### src/rtl/int_ctrl_pkg.sv
// int_ctrl_pkg: shared interrupt-source encodings, FSM states and default vector ADL bytes
package int_ctrl_pkg;
  typedef enum logic [1:0] {
    INT_NONE = 2'd0,
    INT_IRQ  = 2'd1,
    INT_NMI  = 2'd2,
    INT_RES  = 2'd3
  } int_src_e;
  typedef enum logic {
    IDLE = 1'b0,
    SEQ  = 1'b1
  } int_state_e;
  localparam logic [7:0] NMI_VEC_DEF = 8'hFA;
  localparam logic [7:0] RES_VEC_DEF = 8'hFC;
  localparam logic [7:0] IRQ_VEC_DEF = 8'hFE;
endpackage

### src/rtl/int_ctrl_if.sv
// int_ctrl_if: control-side handshake between the 6502 control FSM and int_ctrl
//   inputs to int_ctrl : rdy, sync, handle_int, i_flag, nmi_n, irq_n
//   outputs of int_ctrl: interrupt, int_src[1:0], int_vec_adl[7:0], nmi_pending, irq_active
interface int_ctrl_if;
  logic       rdy;
  logic       sync;
  logic       handle_int;
  logic       i_flag;
  logic       nmi_n;
  logic       irq_n;
  logic       interrupt;
  logic [1:0] int_src;
  logic [7:0] int_vec_adl;
  logic       nmi_pending;
  logic       irq_active;
  modport master (
    output rdy, sync, handle_int, i_flag, nmi_n, irq_n,
    input  interrupt, int_src, int_vec_adl, nmi_pending, irq_active
  );
  modport slave (
    input  rdy, sync, handle_int, i_flag, nmi_n, irq_n,
    output interrupt, int_src, int_vec_adl, nmi_pending, irq_active
  );
endinterface

### src/rtl/int_ctrl_sync.sv
// int_sync: STAGES-flop synchroniser for an async active-low pin with falling-edge flag
//   clk, rst : clock, sync active-high reset (all flops reset to 1 = pin inactive)
//   d_i      : async pin
//   q_o      : synchronised level
//   fall_o   : 1 for one cycle when the synchronised level goes 1->0
module int_sync #(
  parameter int STAGES = 2
) (
  input  logic clk,
  input  logic rst,
  input  logic d_i,
  output logic q_o,
  output logic fall_o
);
  logic [STAGES-1:0] sync_q;
  logic              prev_q;
  always_ff @(posedge clk) begin
    if (rst) begin
      sync_q <= '1;
      prev_q <= 1'b1;
    end else begin
      sync_q <= {sync_q[STAGES-2:0], d_i};
      prev_q <= sync_q[STAGES-1];
    end
  end
  assign q_o    = sync_q[STAGES-1];
  assign fall_o = prev_q & ~q_o;
endmodule

### src/rtl/int_ctrl.sv
// int_ctrl: 6502 interrupt responder - syncs nmi_n/irq_n, commits at sync, supplies vector ADL
//   clk, rst : clock, sync active-high reset (starts a reset-vector sequence)
//   bus      : int_ctrl_if.slave (rdy, sync, handle_int, i_flag, nmi_n, irq_n in;
//              interrupt, int_src, int_vec_adl, nmi_pending, irq_active out)
//   NMI_HIJACK_EN: when defined, an NMI edge redirects an IRQ/BRK sequence to the NMI vector
module int_ctrl
  import int_ctrl_pkg::*;
#(
  parameter int         SYNC_STAGES = 2,
  parameter logic [7:0] NMI_VEC     = NMI_VEC_DEF,
  parameter logic [7:0] RES_VEC     = RES_VEC_DEF,
  parameter logic [7:0] IRQ_VEC     = IRQ_VEC_DEF
) (
  input logic        clk,
  input logic        rst,
  int_ctrl_if.slave  bus
);
`ifdef NMI_HIJACK_EN
  localparam bit HIJACK = 1'b1;
`else
  localparam bit HIJACK = 1'b0;
`endif
  int_state_e state_q, state_d;
  int_src_e   src_q, src_d;
  logic [7:0] vec_q, vec_d;
  logic       pend_q, pend_d;
  logic       nmi_s, nmi_fall, irq_s, irq_fall_unused;
  logic       irq_act, commit, ack, brk_clr, hij;
  int_sync #(.STAGES(SYNC_STAGES)) u_nmi_sync (
    .clk(clk), .rst(rst), .d_i(bus.nmi_n), .q_o(nmi_s), .fall_o(nmi_fall)
  );
  int_sync #(.STAGES(SYNC_STAGES)) u_irq_sync (
    .clk(clk), .rst(rst), .d_i(bus.irq_n), .q_o(irq_s), .fall_o(irq_fall_unused)
  );
  assign irq_act = ~irq_s & ~bus.i_flag;
  always_comb begin
    commit  = (state_q == IDLE) & bus.sync & bus.rdy & (pend_q | irq_act);
    ack     = (state_q == SEQ) & bus.handle_int & bus.rdy;
    // BRK opcode caught by a pending NMI: its vector fetch services the NMI
    brk_clr = HIJACK & (state_q == IDLE) & bus.handle_int & bus.rdy & pend_q & ~commit;
    hij     = HIJACK & (state_q == SEQ) & ~ack & (src_q == INT_IRQ) & nmi_fall;
    // a fresh edge always wins over the clear from an ack in the same cycle
    pend_d  = nmi_fall | (pend_q & ~(ack & (src_q == INT_NMI)) & ~brk_clr);
    state_d = commit ? SEQ : ack ? IDLE : state_q;
    src_d   = commit ? (pend_q ? INT_NMI : INT_IRQ) : ack ? INT_NONE : hij ? INT_NMI : src_q;
    vec_d   = commit ? (pend_q ? NMI_VEC : IRQ_VEC) : hij ? NMI_VEC :
              (state_d == IDLE) ? ((HIJACK & pend_d) ? NMI_VEC : IRQ_VEC) : vec_q;
  end
  always_ff @(posedge clk) begin
    if (rst) begin
      state_q <= SEQ;
      src_q   <= INT_RES;
      vec_q   <= RES_VEC;
      pend_q  <= 1'b0;
    end else begin
      state_q <= state_d;
      src_q   <= src_d;
      vec_q   <= vec_d;
      pend_q  <= pend_d;
    end
  end
  assign bus.interrupt   = (state_q == SEQ);
  assign bus.int_src     = src_q;
  assign bus.int_vec_adl = vec_q;
  assign bus.nmi_pending = pend_q;
  assign bus.irq_active  = irq_act;
endmodule

### src/flat_wrapper.sv
// flat-port wrapper written by rule: the top's interface ports become plain ports
module int_ctrl_flat import int_ctrl_pkg::*;
#(
  parameter int         SYNC_STAGES = 2,
  parameter logic [7:0] NMI_VEC     = NMI_VEC_DEF,
  parameter logic [7:0] RES_VEC     = RES_VEC_DEF,
  parameter logic [7:0] IRQ_VEC     = IRQ_VEC_DEF
)
  (clk, rst, bus_rdy, bus_sync, bus_handle_int, bus_i_flag, bus_nmi_n, bus_irq_n, bus_interrupt, bus_int_src, bus_int_vec_adl, bus_nmi_pending, bus_irq_active);
  int_ctrl_if bus_i ();
  input logic clk;
  input logic rst;
  input wire logic [$bits(bus_i.rdy)-1:0] bus_rdy;
  input wire logic [$bits(bus_i.sync)-1:0] bus_sync;
  input wire logic [$bits(bus_i.handle_int)-1:0] bus_handle_int;
  input wire logic [$bits(bus_i.i_flag)-1:0] bus_i_flag;
  input wire logic [$bits(bus_i.nmi_n)-1:0] bus_nmi_n;
  input wire logic [$bits(bus_i.irq_n)-1:0] bus_irq_n;
  output wire logic [$bits(bus_i.interrupt)-1:0] bus_interrupt;
  output wire logic [$bits(bus_i.int_src)-1:0] bus_int_src;
  output wire logic [$bits(bus_i.int_vec_adl)-1:0] bus_int_vec_adl;
  output wire logic [$bits(bus_i.nmi_pending)-1:0] bus_nmi_pending;
  output wire logic [$bits(bus_i.irq_active)-1:0] bus_irq_active;
  assign bus_i.rdy = bus_rdy;
  assign bus_i.sync = bus_sync;
  assign bus_i.handle_int = bus_handle_int;
  assign bus_i.i_flag = bus_i_flag;
  assign bus_i.nmi_n = bus_nmi_n;
  assign bus_i.irq_n = bus_irq_n;
  assign bus_interrupt = bus_i.interrupt;
  assign bus_int_src = bus_i.int_src;
  assign bus_int_vec_adl = bus_i.int_vec_adl;
  assign bus_nmi_pending = bus_i.nmi_pending;
  assign bus_irq_active = bus_i.irq_active;
  int_ctrl #(.SYNC_STAGES(SYNC_STAGES), .NMI_VEC(NMI_VEC), .RES_VEC(RES_VEC), .IRQ_VEC(IRQ_VEC)) u_core (.clk(clk), .rst(rst), .bus(bus_i));
endmodule
### config.mk
export PLATFORM = sky130hd
export DESIGN_NAME = int_ctrl_flat
export DESIGN_NICKNAME = d
export VERILOG_FILES = /design/src/rtl/int_ctrl_pkg.sv /design/src/rtl/int_ctrl_if.sv /design/src/rtl/int_ctrl_sync.sv /design/src/rtl/int_ctrl.sv /design/src/flat_wrapper.sv
export SDC_FILE = /design/constraint.sdc
export NUM_CORES = 1
export LEC_CHECK = 0
export CAP_MARGIN = 10
export CORE_MARGIN = 1.5
export CORE_UTILIZATION = 34
export CTS_CLUSTER_SIZE = 20
export DETAILED_ROUTE_END_ITERATION = 8
export PLACE_DENSITY = 0.73
export SYNTH_ARGS = -nofsm -noshare
export SYNTH_HDL_FRONTEND = slang
export SYNTH_HIERARCHICAL = 1
export SYNTH_SLANG_ARGS = --single-unit
### constraint.sdc
create_clock -name clk -period 1.15 [get_ports clk]
set_input_delay 0.23 -clock clk [delete_from_list [all_inputs] [get_ports clk]]
set_output_delay 0.23 -clock clk [all_outputs]
set_load 0.1 [all_outputs]
# After elaboration in Yosys (flattened, before gate mapping)
# Index checks and enable logic that the tools add are counted.
# word_totals
register_bits	17
in_bits	8
output_inout_bits	13
word_cells	34
# op_classes
eq_ne	2
n_mux	8
n_bitwise	16
reduce_logical	1
# ops
cell	n
$mux W8	2
$and A1 B1 Y1	9
$mux W2	3
$not A1 Y1	5
$mux W3	1
$eq A2 B2 Y1 const B	1
$mux W1	2
$ne A2 B2 Y1 const B	1
$or A1 B1 Y1	2
$reduce_bool A2 Y1	1

# Longest topological paths before layout
# Gate-level depths: netlist (run 1).
# depth
ltp_word	7
depth_mapped	3
ltp_nobuf	3

# Modules after synthesis
# Netlist (run 1), hierarchy kept.
# by_module_without_submodules
mod	n_inst	cells_each	area_per_inst_um2	seq_area_each_um2
int_ctrl	1	33	289.0	120.1
int_sync	2	7	85.1	60.1

# Least setup slack after synthesis (run 1)
# No wires, ideal clock.
# synth_timing
path_type	register to register
start	register u_core.u_irq_sync.sync_q[1]
end	register u_core.src_q[1] (netlist: u_core/bus.int_src[1])
setup_time_ns	0.122
arrival_time_ns	2.120
t_required_ns	1.028
setup_slack_ns	-1.092
stages_incl_launch_ff	4
path_buffers	0
period_less_slack_ns	2.242
cell_sequence	dfxtp_1 > nor2_1 > nand2_1 > a311o_1
# synth_between
elab_chain_cells	5
elab_cells_between_ends	6
classes_between	mux: 1; bitwise: 4; reduce/logical: 1
# synth_rtl
element	line	source
from (decl)	int_ctrl_sync.sv:15	logic [STAGES-1:0] sync_q;
from (signal assigned)	int_ctrl_sync.sv:22	sync_q <= {sync_q[STAGES-2:0], d_i};
$not A1 Y1 *	int_ctrl.sv:35	assign irq_act = ~irq_s & ~bus.i_flag;
$and A1 B1 Y1 *	int_ctrl.sv:35	
named net bus_irq_active	flat_wrapper.sv:23	output wire logic [$bits(bus_i.irq_active)-1:0] bus_irq_active;
$or A1 B1 Y1 *	int_ctrl.sv:37	commit = (state_q == IDLE) & bus.sync & bus.rdy & (pend_q | irq_act);
$and A1 B1 Y1 *	int_ctrl.sv:37	
$mux W2 or $reduce_bool A2 Y1 (tied branches)	--	
to (signal assigned)	int_ctrl.sv:57	src_q <= src_d;
to (decl)	int_ctrl.sv:24	int_src_e src_q, src_d;
# Mark *: on every way through the listed nets, which the timed path passes. The rest lies on a longest branch.
# A chain may end at the register's enable or synchronous reset.

# Worst setup path in the final report (run 1)
# layout_timing
start	register u_core.u_irq_sync.sync_q[1]
end	output bus_irq_active
# layout_between
elab_chain_cells	2
# layout_rtl
element	line
$not A1 Y1	int_ctrl.sv:35
$and A1 B1 Y1	int_ctrl.sv:35
to (decl)	flat_wrapper.sv:23
# Every way passes these cells.

==> metrics.yaml, run 1 <==
timing:
  layout_setup_ws_ns: 0.0308
  totalNegativeSetupSlack_ns: 0
  hold_slack_ns: 0.410
  skew_ns: 0.000247
  rsz0062_at_grt: "yes"
  final_cycle_utilization_of_the_critical_path_pct: 97.3
  setup-violations-final: 0
  finalCriticalPeriod_ns: 1.12
  max_clock_freq_mhz: 894
  final-max-slew-violation-count: 0
  final-hold-violation-count: 0
global_routing:
  globalRoute.totalOverflow: 0
  global_route.usage.met1_pct: 15.6
  grt.busiest_layer: "met2"
  initial_antenna_violation_count: 0
  grt_start_max_net_pins: 12
  grt_first_pass_wirelength_um: 1350
  grt.met2_usage_pct: 22.9
  grtUsageMet3_pct: 3.49
  grt_use_total_pct: 14.0
  via_count_of_the_first_global_routing_pass: 351
cts:
  worst_skew_pair.late_latency_ns: 0.27
  clockRootBuffer: "sky130_fd_sc_hd__clkbuf_4"
  clock_tree.buffer_depth: 2
  clock_tree.htree_level_count: 1
  clkTransAtPathRegs_ns: 0.07
  tritoncts: "done"
  cts_inserted_buffers: 3
  clock_sinks: 11
  hold_buffers: 0
worst_setup_path:
  reg2reg_depth: 3
  cp_data_arrival_time_ns: 0.89
  critical_path.endpoint: "bus_irq_active"
  critPathMaxFanout: 2
  cp.required_ns: 0.92
  timing.critical_path.from: "u_core/u_irq_sync/sync_q[1]"
  worst_setup_path_end_kind: "output port"
  timing_worst_setup_path_type: "register to output port"
  regToRegStartpoint: "u_core/bus.interrupt"
  start_kind: "register"
  worst_r2r_endpoint: "u_core/bus.int_src[1]"
  r2r_slack_ns: 0.05
logic_synthesis:
  syn_avg_cell_area_um2: 9.70
  yosys_warnings: 6
  synthesis.area_um2: 427
  synthesis.instances: 44
routing:
  post_route_ant_nets: 0
  drtIter0Drc: 5
  route.detailed.drc: 0
  detailedRoute.firstPassIterationCount: 2
  routedWlPerCell_um: 9.68
  route.detailed.vias_per_inst: 4.31
  drt_wl_total_um: 774
  via_count: 345
floorplan:
  design.portCount: 21
  placeable_area_mm2: 0.00114
  fp.dieArea_mm2: 0.00148
  die_y_um: 38.4
  fp-row-count: 12
  dieWidth_um: 38.4
  floorplan.initialDensity_pct: 37.4
outcome:
  status: "finished, final reports clean"
finish:
  design.final.nets: 75
  syn_to_final_growth_pct: 67.7
  diodes: 0
  fin_area_um2: 716
  drive_above_1_share_pct: 40.9
  postLayoutCoreUtil_pct: 62.7
worst_hold_path:
  min_path_type: "register to register"
power:
  peak_supply_drop_mv: 0.857
  total_leakage_power_nw: 0.313
  power-per-cell-area_mw_per_mm2: 1400
placed_design:
  dpl-instance-area_um2: 672
  hpwl_um: 585
  port_buffer_count: 14
  dpl_worst_slack_ns: -0.327
  place_congestion: 0.640
job:
  max_cap_viol_count: 0
==> sequential cells by signal, summed over array words and instances (netlist names) <==
signal / cells
u_core/bus.int_src: 2
u_core/u_nmi_sync/prev_q: 1
u_core/bus.interrupt: 1
u_core/bus.int_vec_adl: 2
u_core/u_irq_sync/sync_q: 2
u_core/u_nmi_sync/sync_q: 2
u_core/bus.nmi_pending: 1
==> placed cells by master (no fill, tap or decap) <==
cell type / n
sky130_fd_sc_hd__a21bo_2: 1
sky130_fd_sc_hd__a21oi_1: 1
sky130_fd_sc_hd__a22oi_1: 1
sky130_fd_sc_hd__a311o_1: 1
sky130_fd_sc_hd__and2_4: 1
sky130_fd_sc_hd__and3b_2: 1
sky130_fd_sc_hd__buf_12: 7
sky130_fd_sc_hd__buf_4: 5
sky130_fd_sc_hd__buf_6: 1
sky130_fd_sc_hd__clkbuf_1: 1
sky130_fd_sc_hd__clkbuf_4: 3
sky130_fd_sc_hd__clkdlybuf4s50_1: 4
sky130_fd_sc_hd__conb_1: 6
sky130_fd_sc_hd__dfxtp_1: 4
sky130_fd_sc_hd__dfxtp_2: 6
sky130_fd_sc_hd__dfxtp_4: 1
sky130_fd_sc_hd__dlygate4sd2_1: 3
sky130_fd_sc_hd__inv_1: 1
sky130_fd_sc_hd__nand2_1: 1
sky130_fd_sc_hd__nand2b_1: 1
sky130_fd_sc_hd__nand3_1: 1
sky130_fd_sc_hd__nand3b_1: 1
sky130_fd_sc_hd__nor2_1: 3
sky130_fd_sc_hd__nor2_4: 1
sky130_fd_sc_hd__nor2b_1: 1
sky130_fd_sc_hd__o21ai_0: 2
sky130_fd_sc_hd__o21bai_1: 2
sky130_fd_sc_hd__or2_1: 5
==> area by class of cell <==
| class | count | area (um^2) |
|---|---|---|
| timing repair buffer | 20 | 255 |
| inverter | 1 | 3.75 |
| sequential | 11 | 231 |
| clock buffer | 4 | 26.3 |
| multi-input combinational | 30 | 181 |
| fill | 113 | 425 |
| tap | 14 | 17.5 |
==> report_power, final <==
group          internal, mW  switching [mW]  total (mW)
registers             0.404          0.0167       0.420
clock network         0.134           0.127       0.262
logic                 0.101           0.219       0.320
total                 0.638           0.363        1.00
==> timing repair <==
item	CTS	global route
setup endpoints to repair	2	3
pin swaps	2	4
buffers inserted	2	0
resized for setup	5	1
gates cloned	0	0
==> worst max-delay path, cell delays in order (launching register included) <==
cell and delay, ns:
sky130_fd_sc_hd__dfxtp_2 0.33, sky130_fd_sc_hd__nor2_4 0.11, sky130_fd_sc_hd__buf_12 0.18
==> worst min-delay path by stage <==
| stage | startpoint | end | slack, ns | cells past startpoint |
|---|---|---|---|---|
| after floorplan | rst | u_core/bus.nmi_pending | 0.29 | 1 |
| after global placement | u_core/u_irq_sync/sync_q[0] | u_core/u_irq_sync/sync_q[1] | 0.39 | 1 |
| after detailed placement | u_core/u_irq_sync/sync_q[0] | u_core/u_irq_sync/sync_q[1] | 0.39 | 1 |
| after CTS | u_core/u_irq_sync/sync_q[0] | u_core/u_irq_sync/sync_q[1] | 0.41 | 1 |
| after global routing | u_core/u_irq_sync/sync_q[0] | u_core/u_irq_sync/sync_q[1] | 0.44 | 1 |
| final | u_core/u_irq_sync/sync_q[0] | u_core/u_irq_sync/sync_q[1] | 0.41 | 1 |
==> per-stage QoR <==
step | std cells | power, mW
after floorplan | 48 | 0.655
final | 80 | 1.00
after CTS | 80 | 1.02
after global placement | 74 | 0.746
after global routing | 80 | 1.05
after detailed placement | 74 | 0.748
==> layer usage <==
layer / routed length [um] / vias to the layer above
met4: 27 / 0
met2: 352 / 19
li1: - / 174
met1: 324 / 149
met3: 70 / 3
met5: 0 / -
No activity file was read; power rests on OpenSTA's default activity.
==> inputs of run 2 (changes only) <==
SETUP_SLACK_MARGIN = 0.4   (was unset)
==> run 2 against run 1 <==
  * Sequential power fell by 1%
  * Maximum frequency fell by 0.32%
  * Largest cell class unchanged
  * Worst hold slack got worse by 0.0061 ns
==> metrics.yaml, run 2 (synthesis results as in run 1) <==
cts:
  cts_inserted_buffers: 3
  worst_skew_pair.late_latency_ns: 0.26
  clock_tree.buffer_depth: 2
  clock_sinks: 11
  clockRootBuffer: "sky130_fd_sc_hd__clkbuf_4"
  tritoncts: "done"
  hold_buffers: 0
  clock_tree.htree_level_count: 1
  clkTransAtPathRegs_ns: 0.07
worst_setup_path:
  cp_cell_sequence: "nor2_4, buf_12"
  worst_setup_path_end_kind: "output port"
  start_kind: "register"
  critPathMaxStageDelay_ns: 0.33
  critPathMaxFanout: 2
  crit_path_top_delay_cell: "sky130_fd_sc_hd__dfxtp_2"
  timing_worst_setup_path_type: "register to output port"
  cp_data_arrival_time_ns: 0.89
  cp.required_ns: 0.92
floorplan:
  fp-row-count: 12
  dieWidth_um: 38.4
  die_y_um: 38.4
  design.portCount: 21
  floorplan.initialDensity_pct: 37.4
  placeable_area_mm2: 0.00114
  fp.dieArea_mm2: 0.00148
global_routing:
  grt_start_max_net_pins: 12
  globalRoute.totalOverflow: 0
  initial_antenna_violation_count: 0
  grt_use_total_pct: 15.8
  grt_first_pass_wirelength_um: 1520
  via_count_of_the_first_global_routing_pass: 379
timing:
  layout_setup_ws_ns: 0.0273
  rsz0062_at_grt: "yes"
  final_cycle_utilization_of_the_critical_path_pct: 97.6
  setup-violations-final: 0
  hold_slack_ns: 0.404
  skew_ns: 0.00385
  final-hold-violation-count: 0
  finalCriticalPeriod_ns: 1.12
  final-max-slew-violation-count: 0
  max_clock_freq_mhz: 891
finish:
  layout.cells.most_common_list: "sky130_fd_sc_hd__buf_12, sky130_fd_sc_hd__conb_1, sky130_fd_sc_hd__dfxtp_4"
  fin_cells: 82
  nFillCells: 93
  design.final.nets: 77
  syn_to_final_growth_pct: 86.8
  postLayoutCoreUtil_pct: 69.8
  diodes: 0
  drive_above_1_share_pct: 51.5
  final_common_cell: "sky130_fd_sc_hd__buf_12"
routing:
  routedWlPerCell_um: 12.7
  detailedRoute.firstPassIterationCount: 2
  drt_wl_total_um: 1040
  via_count: 370
  route.detailed.vias_per_inst: 4.51
  route.detailed.drc: 0
  drtIter0Drc: 3
  post_route_ant_nets: 0
placed_design:
  dpl_worst_slack_ns: -0.367
  place_congestion: 0.682
  port_buffer_count: 14
  hpwl_um: 723
  placed_cell_count: 73
outcome:
  status: "finished, final reports clean"
power:
  fin_total_pwr_mw: 1.02
  total_leakage_power_nw: 0.346
  power-per-cell-area_mw_per_mm2: 1280
  peak_supply_drop_mv: 0.655
worst_hold_path:
  min_path_type: "register to register"
job:
  max_cap_viol_count: 0
-- run 2: cell types whose count changed in the layout (fill, tap and decap cells not counted), sizes merged --
| cell | delta |
|---|---|
| buf | +2 |
| clkdlybuf4s50 | -2 |
| dlygate4sd2 | +2 |
-- run 2: final cells by class --
class | instances | area [um^2] | share of cell area [%]
tap | 14 | 17.5 | 2.20
inverter | 1 | 3.75 | 0.471
sequential | 11 | 244 | 30.6
clock buffer | 4 | 26.3 | 3.30
timing repair buffer | 22 | 283 | 35.5
multi-input combinational | 30 | 223 | 27.9
-- run 2: per-layer routing --
metal	up-vias	track usage [%]	routed length (um)
met5	-	0	0
met4	0	16.4	36
met3	6	2.91	51
met2	20	28.0	582
met1	162	14.4	371
li1	182	-	-
-- run 2: final timing paths --
check                                              endpoint                         from  slack, ns  cells after the start
worst max-delay path                         bus_irq_active  u_core/u_irq_sync/sync_q[1]       0.03                      2
worst min-delay path            u_core/u_irq_sync/sync_q[1]  u_core/u_irq_sync/sync_q[0]       0.40                      1
worst max register to register        u_core/bus.int_src[1]         u_core/bus.interrupt       0.04                      3
worst min register to register  u_core/u_irq_sync/sync_q[1]  u_core/u_irq_sync/sync_q[0]       0.40                      1
-- run 2: where the power goes --
| group | switching, mW | internal (mW) | total [mW] |
|---|---|---|---|
| combinational | 0.235 | 0.119 | 0.354 |
| sequential | 0.0180 | 0.398 | 0.416 |
| clock | 0.113 | 0.134 | 0.247 |
| total | 0.366 | 0.650 | 1.02 |
-- run 2: per-stage QoR --
stage	instance area [um^2]	setup TNS (ns)
after CTS	754	0
final	797	0
after global placement	689	-1.18
after floorplan	484	-0.219
after detailed placement	689	-1.56
after global routing	797	-0.0334
-- run 2: repair_timing --
action,in CTS,in global routing
buffers inserted,3,2
setup endpoints to repair,18,13
gates resized for setup,11,7
pin swaps,6,5
cloned,0,0
-- run 2: worst max-delay path: cells and delay by family (launching register included) --
family        cells  cell delay [ns]
flops             1             0.33
simple gates      1             0.12
buf+inv           1             0.19
==> inputs of run 3 (changes only) <==
PLACE_DENSITY = 0.7   (was 0.73)
SLEW_MARGIN = 20   (was unset)
==> run 3 against run 2 <==
  * Flip-flop and latch count unchanged
  * Clock-buffer cell count unchanged
  * Maximum frequency up 1.1%
  * Global-route usage down 0.65 points
  * First-iteration DRC count down 67%
  * Register-to-register slack better by 0.03 ns
  * Sequential share of layout area down 0.19 points
  * Worst hold slack better by 0.0060 ns
  * Total power about the same
  * Die area unchanged
  * Via count down 2.4%
  * Non-clock buffer count up 1
==> metrics.yaml, run 3 (synthesis results as in run 1) <==
outcome:
  status: "finished, final reports clean"
floorplan:
  placeable_area_mm2: 0.00114
  floorplan.initialDensity_pct: 37.4
  fp-row-count: 12
  design.portCount: 21
  fp.dieArea_mm2: 0.00148
  dieWidth_um: 38.4
  die_y_um: 38.4
finish:
  design.final.nets: 78
  final_common_cell: "sky130_fd_sc_hd__buf_12"
  syn_to_final_growth_pct: 88.0
  diodes: 0
  drive_above_1_share_pct: 50.7
  layout.cells.most_common_list: "sky130_fd_sc_hd__buf_12, sky130_fd_sc_hd__conb_1, sky130_fd_sc_hd__dfxtp_4"
cts:
  clock_tree.htree_level_count: 1
  clkTransAtPathRegs_ns: 0.06
  clock_tree.buffer_depth: 2
  hold_buffers: 0
  clock_sinks: 11
  clockRootBuffer: "sky130_fd_sc_hd__clkbuf_4"
  worst_skew_pair.late_latency_ns: 0.26
  cts_inserted_buffers: 3
  tritoncts: "done"
worst_setup_path:
  cp.required_ns: 0.92
  kind_of_cell_adding_the_most_delay_to_the_critical_path: "flip-flops"
  critPathMaxStageDelay_ns: 0.33
  start_kind: "register"
  timing_worst_setup_path_type: "register to output port"
  critPathMaxFanout: 2
  crit_path_top_delay_cell: "sky130_fd_sc_hd__dfxtp_2"
  cp_data_arrival_time_ns: 0.88
  cp_cell_sequence: "nor2_4, buf_12"
  worst_setup_path_end_kind: "output port"
  worst_path_buffer_plus_inverter_count: 1
placed_design:
  port_buffer_count: 14
  place_congestion: 0.688
  hpwl_um: 616
  dpl_worst_slack_ns: -0.306
timing:
  max_clock_freq_mhz: 901
  finalCriticalPeriod_ns: 1.11
  totalNegativeSetupSlack_ns: 0
  final_cycle_utilization_of_the_critical_path_pct: 96.6
  rsz0062_at_grt: "yes"
  layout_setup_ws_ns: 0.0395
  final-hold-violation-count: 0
  setup-violations-final: 0
  skew_ns: 0.00579
  final-max-slew-violation-count: 0
global_routing:
  grt_start_max_net_pins: 12
  via_count_of_the_first_global_routing_pass: 387
  initial_antenna_violation_count: 0
  grt_use_total_pct: 15.2
  grt_first_pass_wirelength_um: 1480
  globalRoute.totalOverflow: 0
routing:
  via_count: 361
  post_route_ant_nets: 0
  drt_wl_total_um: 907
  detailedRoute.firstPassIterationCount: 2
  route.detailed.drc: 0
  drtIter0Drc: 1
  route.detailed.vias_per_inst: 4.35
  routedWlPerCell_um: 10.9
job:
  max_cap_viol_count: 0
power:
  peak_supply_drop_mv: 0.836
  power-per-cell-area_mw_per_mm2: 1270
  total_leakage_power_nw: 0.339
  fin_total_pwr_mw: 1.02
worst_hold_path:
  min_path_type: "register to register"
run 3: area by class of cell:
class / instances / area (um^2)
tap: 14 / 17.5
sequential: 11 / 244
timing repair buffer: 23 / 292
multi-input combinational: 30 / 219
fill: 85 / 339
clock buffer: 4 / 26.3
inverter: 1 / 3.75
run 3: report_power, final:
part	total, mW	leakage (nW)	switching (mW)	internal, mW
registers	0.414	0.0919	0.0162	0.398
logic	0.355	0.232	0.234	0.120
clock network	0.249	0.0150	0.115	0.134
run 3: path summary, 6_finish.rpt:
| check | startpoint | to | slack (ns) | depth (start not counted) |
|---|---|---|---|---|
| max | u_core/u_irq_sync/sync_q[1] | bus_irq_active | 0.04 | 2 |
| min | u_core/u_nmi_sync/sync_q[0] | u_core/u_nmi_sync/sync_q[1] | 0.41 | 1 |
| max reg2reg | u_core/bus.interrupt | u_core/bus.int_src[1] | 0.07 | 3 |
| min reg2reg | u_core/u_nmi_sync/sync_q[0] | u_core/u_nmi_sync/sync_q[1] | 0.41 | 1 |
run 3: layer usage:
layer,up-vias,share of wire (%),global-route usage [%]
met2,18,52,26.3
met4,0,1.7,12.9
met3,2,5.5,2.33
met5,-,0,0
li1,185,-,-
met1,156,41,15.8
run 3: stage by stage:
step | hold slack, ns | cells | utilization (%) | cell area (um^2)
floorplan | 0.289 | 48 | - | 484
global placement | 0.389 | 73 | 60.4 | 689
detailed placement | 0.393 | 73 | 60.4 | 689
CTS | 0.413 | 83 | 69.1 | 788
global route | 0.427 | 83 | 70.3 | 802
finish | 0.410 | 83 | 70.3 | 802
run 3: repair_timing:
action / in CTS / in global routing
resized for setup: 13 / 4
pin swaps: 7 / 1
setup endpoints to repair: 18 / 13
buffers inserted: 6 / 0
==> RTL edit: new RTL, config.mk and constraints of run 1 <==
`SYNC_STAGES` is set to 2 in 2 places; all go to 4.
--- a/src/rtl/int_ctrl.sv
+++ b/src/rtl/int_ctrl.sv
@@ -6,7 +6,7 @@
 module int_ctrl
   import int_ctrl_pkg::*;
 #(
-  parameter int         SYNC_STAGES = 2,
+  parameter int         SYNC_STAGES = 4,
   parameter logic [7:0] NMI_VEC     = NMI_VEC_DEF,
   parameter logic [7:0] RES_VEC     = RES_VEC_DEF,
   parameter logic [7:0] IRQ_VEC     = IRQ_VEC_DEF
--- a/src/flat_wrapper.sv
+++ b/src/flat_wrapper.sv
@@ -1,7 +1,7 @@
 // flat-port wrapper written by rule: the top's interface ports become plain ports
 module int_ctrl_flat import int_ctrl_pkg::*;
 #(
-  parameter int         SYNC_STAGES = 2,
+  parameter int         SYNC_STAGES = 4,
   parameter logic [7:0] NMI_VEC     = NMI_VEC_DEF,
   parameter logic [7:0] RES_VEC     = RES_VEC_DEF,
   parameter logic [7:0] IRQ_VEC     = IRQ_VEC_DEF
Function: changed (Yosys sat finds a counterexample within 4 cycles, from zero or initial values and one cycle with rst high).
==> RTL edit against run 1 <==
- final area is 17% higher
- routed wire length is 17% higher
- non-clock buffer count is 1 higher
- setup slack worse by 21 ps
- synthesized area is 25% higher
- power is 15% higher
- sequential cell count is 4 higher
==> RTL edit: results (changes against run 1) <==
status:
  status: "finished clean"  # unchanged
hold_path:
  hp-class: "flop to flop"  # unchanged
place:
  placed_area_um2: 787  # was 672 um^2
  hpwl_um: 661  # was 585 um
  placed_cells: 85  # was 74
  numPortBuffers: 14  # unchanged
  globalplace.congestion: 0.748  # was 0.640
finish:
  final_cell_count_no_fill: 91  # was 80
  nNetsFinal: 84  # was 75
  drive_gt1_share_pct: 37.3  # was 40.9%
  n_antenna_cell: 0  # unchanged
  fillers: 133  # was 113
  stdcell_area_um2: 836  # was 716 um^2
  top_regs: "u_core/u_irq_sync/sync_q: 4 flops, u_core/u_nmi_sync/sync_q: 4 flops"
pwr:
  peakVddDrop_mv: 0.865  # was 0.857 mV
  p_leak_uw: 0.000358  # was 0.000313 uW
logic_synthesis:
  yosysWarnings: 6  # unchanged
  syn_avg_cell_area_um2: 10.2  # was 9.70 um^2
clock_network:
  clkTransAtPathRegs_ps: 90  # was 70 ps
  cts_inserted_buffers: 3  # unchanged
  cts_max_path_buffers: 2  # unchanged
  clockRootBuffer: "clkbuf_4"  # unchanged
  htreeDepth: 1  # unchanged
  clk_latency_ps: 280
worst_setup_path:
  arrival_ps: 910  # was 890 ps
  crit_path_start_kind: "flop"  # unchanged
  critPathMaxFanout: 2  # unchanged
route:
  post_drt_wl_per_cell_um: 9.95  # was 9.68 um
  drtIter0Drc: 5  # unchanged
  firstDrtPassIters: 4  # was 2
  via_count: 422  # was 345
grt:
  grt_pass1_vias: 405  # was 351
  grt_usage_pct: 11.8  # was 14.0%
  grt_max_degree: 16  # was 12
  grt_pass1_wl_um: 1500  # was 1350 um
  antenna_found_initial: 0  # unchanged
sta:
  clock_skew_ps: 6.79  # was 0.247 ps
==> RTL edit: layout make-up <==
cell class | instances | share of cell area [%]
Clock buffer | 4 | 3.14
Tap cell | 16 | 2.40
Sequential cell | 15 | 37.3
Timing Repair Buffer | 21 | 32.0
Multi-Input combinational cell | 34 | 24.7
Inverter | 1 | 0.449
==> RTL edit: what timing repair did <==
item	4_1_cts	5_1_grt
setup endpoints to repair	3	3
resized for setup	4	1
cloned	0	0
buffers inserted	2	0
pin swaps	3	3
==> RTL edit: per-stage QoR <==
| stage | hold WS, ps | setup slack, ps | TNS, ps |
|---|---|---|---|
| floorplan | 292 | -224 | -224 |
| global placement | 388 | -294 | -2140 |
| detailed placement | 393 | -329 | -2350 |
| CTS | 408 | -29.8 | -29.8 |
| global route | 414 | -33.2 | -43.1 |
| finish | 401 | 10.1 | 0 |
==> RTL edit: power by group <==
| part | switching [uW] | internal (uW) | total [uW] | leakage (uW) |
|---|---|---|---|---|
| Sequential | 14.8 | 542 | 557 | 0.000123 |
| Clock | 157 | 135 | 292 | 0.0000150 |
| Combinational | 205 | 96.1 | 301 | 0.000221 |
| Total | 378 | 773 | 1150 | 0.000358 |
==> RTL edit: worst max-delay path, stage by stage, from the launching register on <==
cell and delay (ps):
dfxtp_2 330, nor2_4 110, buf_12 180
==> RTL edit: worst paths after layout <==
| check | end | slack (ps) | startpoint | depth (start not counted) |
|---|---|---|---|---|
| worst min-delay path | u_core/u_irq_sync/sync_q[3]$_SDFF_PP1_ | 400 | u_core/u_irq_sync/sync_q[2]$_SDFF_PP1_ | 1 |
| worst max-delay path | bus_irq_active | 10 | u_core/u_irq_sync/sync_q[3]$_SDFF_PP1_ | 2 |
| worst min register to register | u_core/u_irq_sync/sync_q[3]$_SDFF_PP1_ | 400 | u_core/u_irq_sync/sync_q[2]$_SDFF_PP1_ | 1 |
| worst max register to register | u_core/bus.int_src[1]$_SDFFE_PP1P_ | 40 | u_core/bus.interrupt$_SDFF_PP1_ | 3 |
==> RTL edit: routing by layer <==
| metal | GRT usage [%] | vias to the layer above | part of all wire, % |
|---|---|---|---|
| met5 | 0 | - | 0 |
| met1 | 9.92 | 197 | 38 |
| li1 | - | 203 | - |
| met2 | 19.4 | 22 | 52 |
| met4 | 7.50 | 0 | 0 |
| met3 | 8.62 | 0 | 9.6 |
